$ cat src/rtl/pipelined_add_sub_if.sv
// Operand/result handshake bundle for pipelined_add_sub_core.
// The master drives operands and out_ready; the slave (the core) returns results and flags.
interface pipelined_add_sub_if #(
    parameter int unsigned WIDTH = 8
) ();
    logic             in_valid;
    logic             in_ready;
    logic [WIDTH-1:0] in_a;
    logic [WIDTH-1:0] in_b;
    logic             in_sub;
    logic             out_ready;
    logic             out_valid;
    logic [WIDTH-1:0] s_out;
    logic             c_out;
    logic             v_out;
    logic             z_out;

    modport master (
        output in_valid, in_a, in_b, in_sub, out_ready,
        input  in_ready, out_valid, s_out, c_out, v_out, z_out
    );

    modport slave (
        input  in_valid, in_a, in_b, in_sub, out_ready,
        output in_ready, out_valid, s_out, c_out, v_out, z_out
    );
endinterface

$ cat src/rtl/pipelined_add_sub_core.sv
// Carry-pipelined adder/subtractor: one CHUNK-bit slice per stage, ripple carry held in registers.
// A single stall enable freezes the whole pipe while an unconsumed result sits at the output.
module pipelined_add_sub_core #(
    parameter int unsigned WIDTH = 8,
    parameter int unsigned CHUNK = 4
) (
    input logic                in_clk,
    input logic                in_rst_n,
    pipelined_add_sub_if.slave bus
);
    localparam int unsigned Stages = WIDTH / CHUNK;

    logic advance;
    logic v_d, z_d;
    logic v_q, z_q;

    for (genvar k = 0; k < Stages; k++) begin : g_stage
        // Rem: operand bits not yet consumed; SumW: result bits produced so far.
        localparam int unsigned Rem  = WIDTH - k * CHUNK;
        localparam int unsigned SumW = (k + 1) * CHUNK;

        logic            vld_src;
        logic            cin;
        logic [Rem-1:0]  a_src;
        logic [Rem-1:0]  b_src;
        logic [CHUNK:0]  sum;
        logic [SumW-1:0] s_d;
        logic [SumW-1:0] s_q;
        logic            vld_q;
        logic            c_q;

        if (k == 0) begin : g_in
            assign vld_src = bus.in_valid && advance;
            assign a_src   = bus.in_a;
            assign b_src   = bus.in_sub ? ~bus.in_b : bus.in_b;
            assign cin     = bus.in_sub;
            assign s_d     = sum[CHUNK-1:0];
        end else begin : g_mid
            assign vld_src = g_stage[k-1].vld_q;
            assign a_src   = g_stage[k-1].g_fwd.a_q;
            assign b_src   = g_stage[k-1].g_fwd.b_q;
            assign cin     = g_stage[k-1].c_q;
            assign s_d     = {sum[CHUNK-1:0], g_stage[k-1].s_q};
        end

        assign sum = {1'b0, a_src[CHUNK-1:0]} + {1'b0, b_src[CHUNK-1:0]}
                   + {{CHUNK{1'b0}}, cin};

        always_ff @(posedge in_clk) begin
            if (!in_rst_n) begin
                vld_q <= 1'b0;
                s_q   <= '0;
                c_q   <= 1'b0;
            end else if (advance) begin
                vld_q <= vld_src;
                // Data only loads with a real operation so bubbles leave outputs untouched.
                if (vld_src) begin
                    s_q <= s_d;
                    c_q <= sum[CHUNK];
                end
            end
        end

        if (k < Stages - 1) begin : g_fwd
            logic [Rem-CHUNK-1:0] a_q;
            logic [Rem-CHUNK-1:0] b_q;

            always_ff @(posedge in_clk) begin
                if (!in_rst_n) begin
                    a_q <= '0;
                    b_q <= '0;
                end else if (advance && vld_src) begin
                    a_q <= a_src[Rem-1:CHUNK];
                    b_q <= b_src[Rem-1:CHUNK];
                end
            end
        end
    end

    assign advance = !g_stage[Stages-1].vld_q || bus.out_ready;

    // Carry into the MSB is recovered from the MSB sum bit and its two operand bits.
    assign v_d = g_stage[Stages-1].a_src[CHUNK-1] ^ g_stage[Stages-1].b_src[CHUNK-1]
               ^ g_stage[Stages-1].sum[CHUNK-1] ^ g_stage[Stages-1].sum[CHUNK];
    assign z_d = (g_stage[Stages-1].s_d == '0);

    always_ff @(posedge in_clk) begin
        if (!in_rst_n) begin
            v_q <= 1'b0;
            z_q <= 1'b0;
        end else if (advance && g_stage[Stages-1].vld_src) begin
            v_q <= v_d;
            z_q <= z_d;
        end
    end

    assign bus.in_ready  = !in_rst_n || advance;
    assign bus.out_valid = g_stage[Stages-1].vld_q;
    assign bus.s_out     = g_stage[Stages-1].s_q;
    assign bus.c_out     = g_stage[Stages-1].c_q;
    assign bus.v_out     = v_q;
    assign bus.z_out     = z_q;
endmodule

$ cat src/flat_wrapper.sv
// flat-port wrapper written by rule: the top's interface ports become plain ports
module pipelined_add_sub_core_flat 
#(
    parameter int unsigned WIDTH = 8,
    parameter int unsigned CHUNK = 4
)
  (in_clk, in_rst_n, bus_in_valid, bus_in_a, bus_in_b, bus_in_sub, bus_out_ready, bus_in_ready, bus_out_valid, bus_s_out, bus_c_out, bus_v_out, bus_z_out);
  pipelined_add_sub_if #(.WIDTH(WIDTH)) bus_i ();
  input logic in_clk;
  input logic in_rst_n;
  input wire logic [$bits(bus_i.in_valid)-1:0] bus_in_valid;
  input wire logic [$bits(bus_i.in_a)-1:0] bus_in_a;
  input wire logic [$bits(bus_i.in_b)-1:0] bus_in_b;
  input wire logic [$bits(bus_i.in_sub)-1:0] bus_in_sub;
  input wire logic [$bits(bus_i.out_ready)-1:0] bus_out_ready;
  output wire logic [$bits(bus_i.in_ready)-1:0] bus_in_ready;
  output wire logic [$bits(bus_i.out_valid)-1:0] bus_out_valid;
  output wire logic [$bits(bus_i.s_out)-1:0] bus_s_out;
  output wire logic [$bits(bus_i.c_out)-1:0] bus_c_out;
  output wire logic [$bits(bus_i.v_out)-1:0] bus_v_out;
  output wire logic [$bits(bus_i.z_out)-1:0] bus_z_out;
  assign bus_i.in_valid = bus_in_valid;
  assign bus_i.in_a = bus_in_a;
  assign bus_i.in_b = bus_in_b;
  assign bus_i.in_sub = bus_in_sub;
  assign bus_i.out_ready = bus_out_ready;
  assign bus_in_ready = bus_i.in_ready;
  assign bus_out_valid = bus_i.out_valid;
  assign bus_s_out = bus_i.s_out;
  assign bus_c_out = bus_i.c_out;
  assign bus_v_out = bus_i.v_out;
  assign bus_z_out = bus_i.z_out;
  pipelined_add_sub_core #(.WIDTH(WIDTH), .CHUNK(CHUNK)) u_core (.in_clk(in_clk), .in_rst_n(in_rst_n), .bus(bus_i));
endmodule
$ cat config.mk
export PLATFORM = sky130hd
export DESIGN_NAME = pipelined_add_sub_core_flat
export DESIGN_NICKNAME = d
export VERILOG_FILES = /design/src/rtl/pipelined_add_sub_if.sv /design/src/rtl/pipelined_add_sub_core.sv /design/src/flat_wrapper.sv
export SDC_FILE = /design/constraint.sdc
export NUM_CORES = 1
export LEC_CHECK = 0
export ABC_AREA = 1
export BUFFER_PORTS_ARGS = -buffer_cell sky130_fd_sc_hd__buf_2
export CELL_PAD_IN_SITES_DETAIL_PLACEMENT = 1
export CELL_PAD_IN_SITES_GLOBAL_PLACEMENT = 1
export CORE_MARGIN = 8
export CORE_UTILIZATION = 42
export CTS_BUF_LIST = sky130_fd_sc_hd__clkbuf_4 sky130_fd_sc_hd__clkbuf_8
export CTS_CLUSTER_DIAMETER = 30
export DETAILED_ROUTE_END_ITERATION = 16
export PLACE_DENSITY_LB_ADDON = 0.3
export SKIP_CTS_REPAIR_TIMING = 1
export SYNTH_ARGS = -nofsm -noshare
export SYNTH_HDL_FRONTEND = slang
export SYNTH_SLANG_ARGS = --single-unit
$ cat constraint.sdc
create_clock -name in_clk -period 4.05 [get_ports in_clk]
set_input_delay 0.81 -clock in_clk [delete_from_list [all_inputs] [get_ports in_clk]]
set_output_delay 0.81 -clock in_clk [all_outputs]
set_load 0.005 [all_outputs]
* Yosys cells after proc, flatten, opt, wreduce, memory -nomap -nowiden
Cells that the tools add are included.
Word-level totals: bits of input ports 21, logic and storage cells 29, register bits after elaboration 26, output and inout bits 13
Operators by class: muxes and demuxes 1, bitwise logic cells 4, add/sub/neg operators 4, reduce and logical (&&, ||, !) cells 10
Operators by type and width (number):
- $add A4 B4 Y5 | 2
- $add A5 B1 Y5 | 2
- $logic_not A8 Y1 | 1
- $mux W8 | 1
- $not A8 Y8 | 1
- $reduce_and A2 Y1 | 2
- $logic_and A1 B1 Y1 | 3
- $xor A1 B1 Y1 | 3
- $logic_not A1 Y1 | 2
- $logic_or A1 B1 Y1 | 2

* Longest topological paths before layout
depth after elaboration 4, mapped depth 11, mapped depth without buffers 10

* Worst setup path after synthesis
OpenSTA, ideal clock, no wires.
path kind input to register, from in bus_in_sub, to reg u_core.g_stage[0].s_q[3], stages 11, data required time 3933 ps, slack 2090 ps, buffers on the path 1, library setup time 117 ps, arrival 1843 ps, path through buf_6 -> xnor2_1 -> inv_1 -> ha_1 -> nand2_1 -> inv_1 -> nand2_1 -> nand3_1 -> nand2_1 -> nor2_1 -> nor2_1
Between the ends: longest elaborated chain between the ends 3
Ends and longest elaborated chain:
- from (decl) | RTL line flat_wrapper.sv:14 | input wire logic [$bits(bus_i.in_sub)-1:0] bus_in_sub;
- $mux W8 | RTL line pipelined_add_sub_core.sv:35 | assign b_src = bus.in_sub ? ~bus.in_b : bus.in_b;
- $add A4 B4 Y5 | RTL line pipelined_add_sub_core.sv:46 | assign sum = {1'b0, a_src[CHUNK-1:0]} + {1'b0, b_src[CHUNK-1:0]}
- $add A5 B1 Y5 (*) | RTL line pipelined_add_sub_core.sv:47 | + {{CHUNK{1'b0}}, cin};
- to (signal assigned) | RTL line pipelined_add_sub_core.sv:52 | s_q <= '0;
- to (signal assigned) | RTL line pipelined_add_sub_core.sv:58 | s_q <= s_d;
- to (decl) | RTL line pipelined_add_sub_core.sv:28 | logic [SumW-1:0] s_q;
Mark *: on every way between the ends. The rest lies on a longest branch, timed or not. A chain may end at the register's enable or synchronous reset.

* Final worst setup path
from in in_rst_n, to out bus_in_ready
Between the ends: longest elaborated chain between the ends 2
Ends and longest elaborated chain:
- from (decl) | RTL line flat_wrapper.sv:10 | input logic in_rst_n;
- $logic_not A1 Y1
- $logic_or A1 B1 Y1 | RTL line pipelined_add_sub_core.sv:97 | assign bus.in_ready = !in_rst_n || advance;
- to (decl) | RTL line flat_wrapper.sv:16 | output wire logic [$bits(bus_i.in_ready)-1:0] bus_in_ready;
No other way between the ends.

==> results.json <==
{
  "firstDrtPassIters": 4,
  "worstHoldPathType": "reg -> reg",
  "antenna_cells": 0,
  "cp.arrival_ps": 1390,
  "synth_cells": 167,
  "clkLatencyLatePin_ps": 320,
  "cp_slowest_cell": "buf_2",
  "numCtsBuffers": 3,
  "die_h_um": 72.4,
  "cts_tree": "built",
  "hold_ws_ps": 482,
  "ant_nets": 0,
  "drt_iter0_drc": 64,
  "fmax_mhz": 455,
  "cts_buffer_depth": 2,
  "layout-area-overhead-vs-synth_pct": 17.5,
  "grt_max_degree": 23,
  "clock-sinks": 26,
  "fin_worst_skew_ps": 5.44,
  "status": "finished, final reports clean",
  "die_area_mm2": 0.00524,
  "dp_hpwl_um": 2530,
  "drive_above_1_share": 0.226,
  "ys_ff_latch": 26,
  "tightest_slew_ps": 334,
  "core-area_mm2": 0.00305,
  "worst-path-buf-inv": 2,
  "seqPwrFrac": 0.482,
  "synth_nets": 197,
  "nets": 230,
  "route.vias.total": 1174,
  "wl_per_cell_um": 13.1,
  "ys_seq_area_frac": 0.390,
  "cts_root_buf": "clkbuf_4",
  "crit_type": "in -> out",
  "p_sw_frac": 0.279,
  "clk_pin_slew_ps": 140,
  "synth.avg_cell_area_um2": 8.00,
  "slew_viol_final": 0,
  "crit_path_max_fanout": 22,
  "netlist_area_mm2": 0.00134,
  "gr-total-overflow": 0,
  "grt_use_total": 0.133,
  "p_int_mw": 0.434,
  "relSlewSlack": 0.778,
  "rsz0062_at_grt": "no",
  "p_leak_nw": 0.748,
  "fin_crit_sh": 0.543,
  "die_width_um": 72.4,
  "end_kind": "output pin",
  "start_util": 0.438,
  "timing.setup.tns_ps": 0,
  "finalSetupViolations": 0,
  "min_period_ps": 2200,
  "synth_cell_types": 25,
  "place_congestion": 0.696,
  "vias_per_cell": 4.83,
  "power.total_mw": 0.602,
  "crit_family": "buffers and inverters",
  "ir_drop_uv": 174,
  "p_comb_frac": 0.224,
  "antenna_found_initial": 0,
  "htree_num_levels": 1,
  "path_cells": "buf_2, nand2_1, buf_2",
  "p_sw_mw": 0.168,
  "finalWirelength_um": 3180,
  "hold_violations": 0,
  "post-route-drc-count": 0,
  "clock_power_share": 0.294,
  "crit_path_frequent_cell": "buf_2",
  "critical_path_required_ps": 3240,
  "io_pins": 34,
  "portBuffers": 33,
  "crit_path_start_kind": "input pin",
  "cap_violations": 0,
  "synth_warnings": 0,
  "grt_pass1_wl_um": 5660,
  "crit_path_max_incr_delay_ps": 290,
  "power_density_mw_per_mm2": 383,
  "grt_pass1_vias": 1284,
  "rows": 20
}
## per-layer routing
layer	global-route usage	up-vias	wire length [um]
li1	-	603	-
met1	0.140	540	1350
met2	0.247	27	1620
met3	0.0289	4	161
met4	0.0533	0	46
met5	0	-	0
## flip-flops by register name, indices dropped and copies added (netlist names)
register / cells
u_core.g_stage.g_fwd.a_q: 4
u_core.g_stage.g_fwd.b_q: 4
u_core.g_stage.vld_q: 1
u_core.g_stage.c_q: 1
u_core.g_stage.s_q: 4
u_core.bus.out_valid: 1
u_core.bus.v_out: 1
u_core.bus.c_out: 1
u_core.bus.z_out: 1
u_core.bus.s_out: 8
## placed cells by master, fill, tap and decap left out, drive strengths merged
cell type,n
a21oi,17
xor2,4
o21ai,24
bufinv,1
buf,33
inv,21
nand3,8
o22ai,1
dfxtp,26
nand2,17
o211ai,1
xnor2,6
ha,6
clkbuf,3
nor2,28
fa,3
## cell type report
class / instances / area, um^2
Tap cell: 44 / 55.1
Sequential cell: 26 / 520
Clock inverter: 1 / 30.0
Clock buffer: 3 / 22.5
Multi-Input combinational cell: 115 / 691
Timing Repair Buffer: 33 / 165
Fill cell: 399 / 1480
Inverter: 21 / 86.3
## kinds of logic after synthesis
group / share of synthesized area
simple gates: 0.184
xor+xnor: 0.0655
flops: 0.390
compound gates: 0.167
fa+ha+maj: 0.101
buf+inv: 0.0936
## metrics by stage
stage                     utilization  cells  instance area [um^2]  setup slack [ps]
after detailed placement        0.497    239                  1520              1860
after global placement          0.497    239                  1520              1880
after global routing            0.514    243                  1570              1780
final                           0.514    243                  1570              1850
after floorplan                     -    167                  1340              2090
after CTS                       0.514    243                  1570              1850
## worst paths after layout
| path | startpoint | depth (start not counted) | end | slack (ps) |
|---|---|---|---|---|
| worst min register to register | u_core.bus.z_out$_SDFFE_PN0P_ | 2 | u_core.bus.z_out$_SDFFE_PN0P_ | 480 |
| worst max-delay path | in_rst_n | 3 | bus_in_ready | 1850 |
| worst max register to register | u_core.g_stage[0].g_fwd.b_q[0]$_SDFFE_PN0P_ | 9 | u_core.bus.z_out$_SDFFE_PN0P_ | 2230 |
| worst min-delay path | u_core.bus.z_out$_SDFFE_PN0P_ | 2 | u_core.bus.z_out$_SDFFE_PN0P_ | 480 |
## synth_stat cells (all sizes together)
cell,instances,share of area
inv,21,0.065
a21oi,17,0.064
ha,6,0.056
nor2,28,0.090
fa,3,0.045
nand2,17,0.060
xnor2,6,0.039
buf,3,0.023
o211ai,1,0.0056
o22ai,1,0.0047
o21ai,24,0.093
clkbuf,2,0.0056
xor2,4,0.026
dfxtp,26,0.39
nand3,8,0.034
## worst register-to-register path, stage by stage (launching register included)
cell and delay (ps):
dfxtp_1 350, fa_1 460, inv_1 90, fa_1 430
inv_1 80, nor2_1 40, nand3_1 70, nor2_1 50
nand3_1 80, a21oi_1 60
## power by group through the flow
stage | Combinational, mW | Sequential, mW | Clock, mW
after floorplan | 0.0933 | 0.294 | 0
after global placement | 0.129 | 0.294 | 0
after detailed placement | 0.136 | 0.296 | 0
after CTS | 0.138 | 0.290 | 0.184
after global routing | 0.157 | 0.292 | 0.191
final | 0.135 | 0.290 | 0.177
Power figures use the tool's default switching activity.
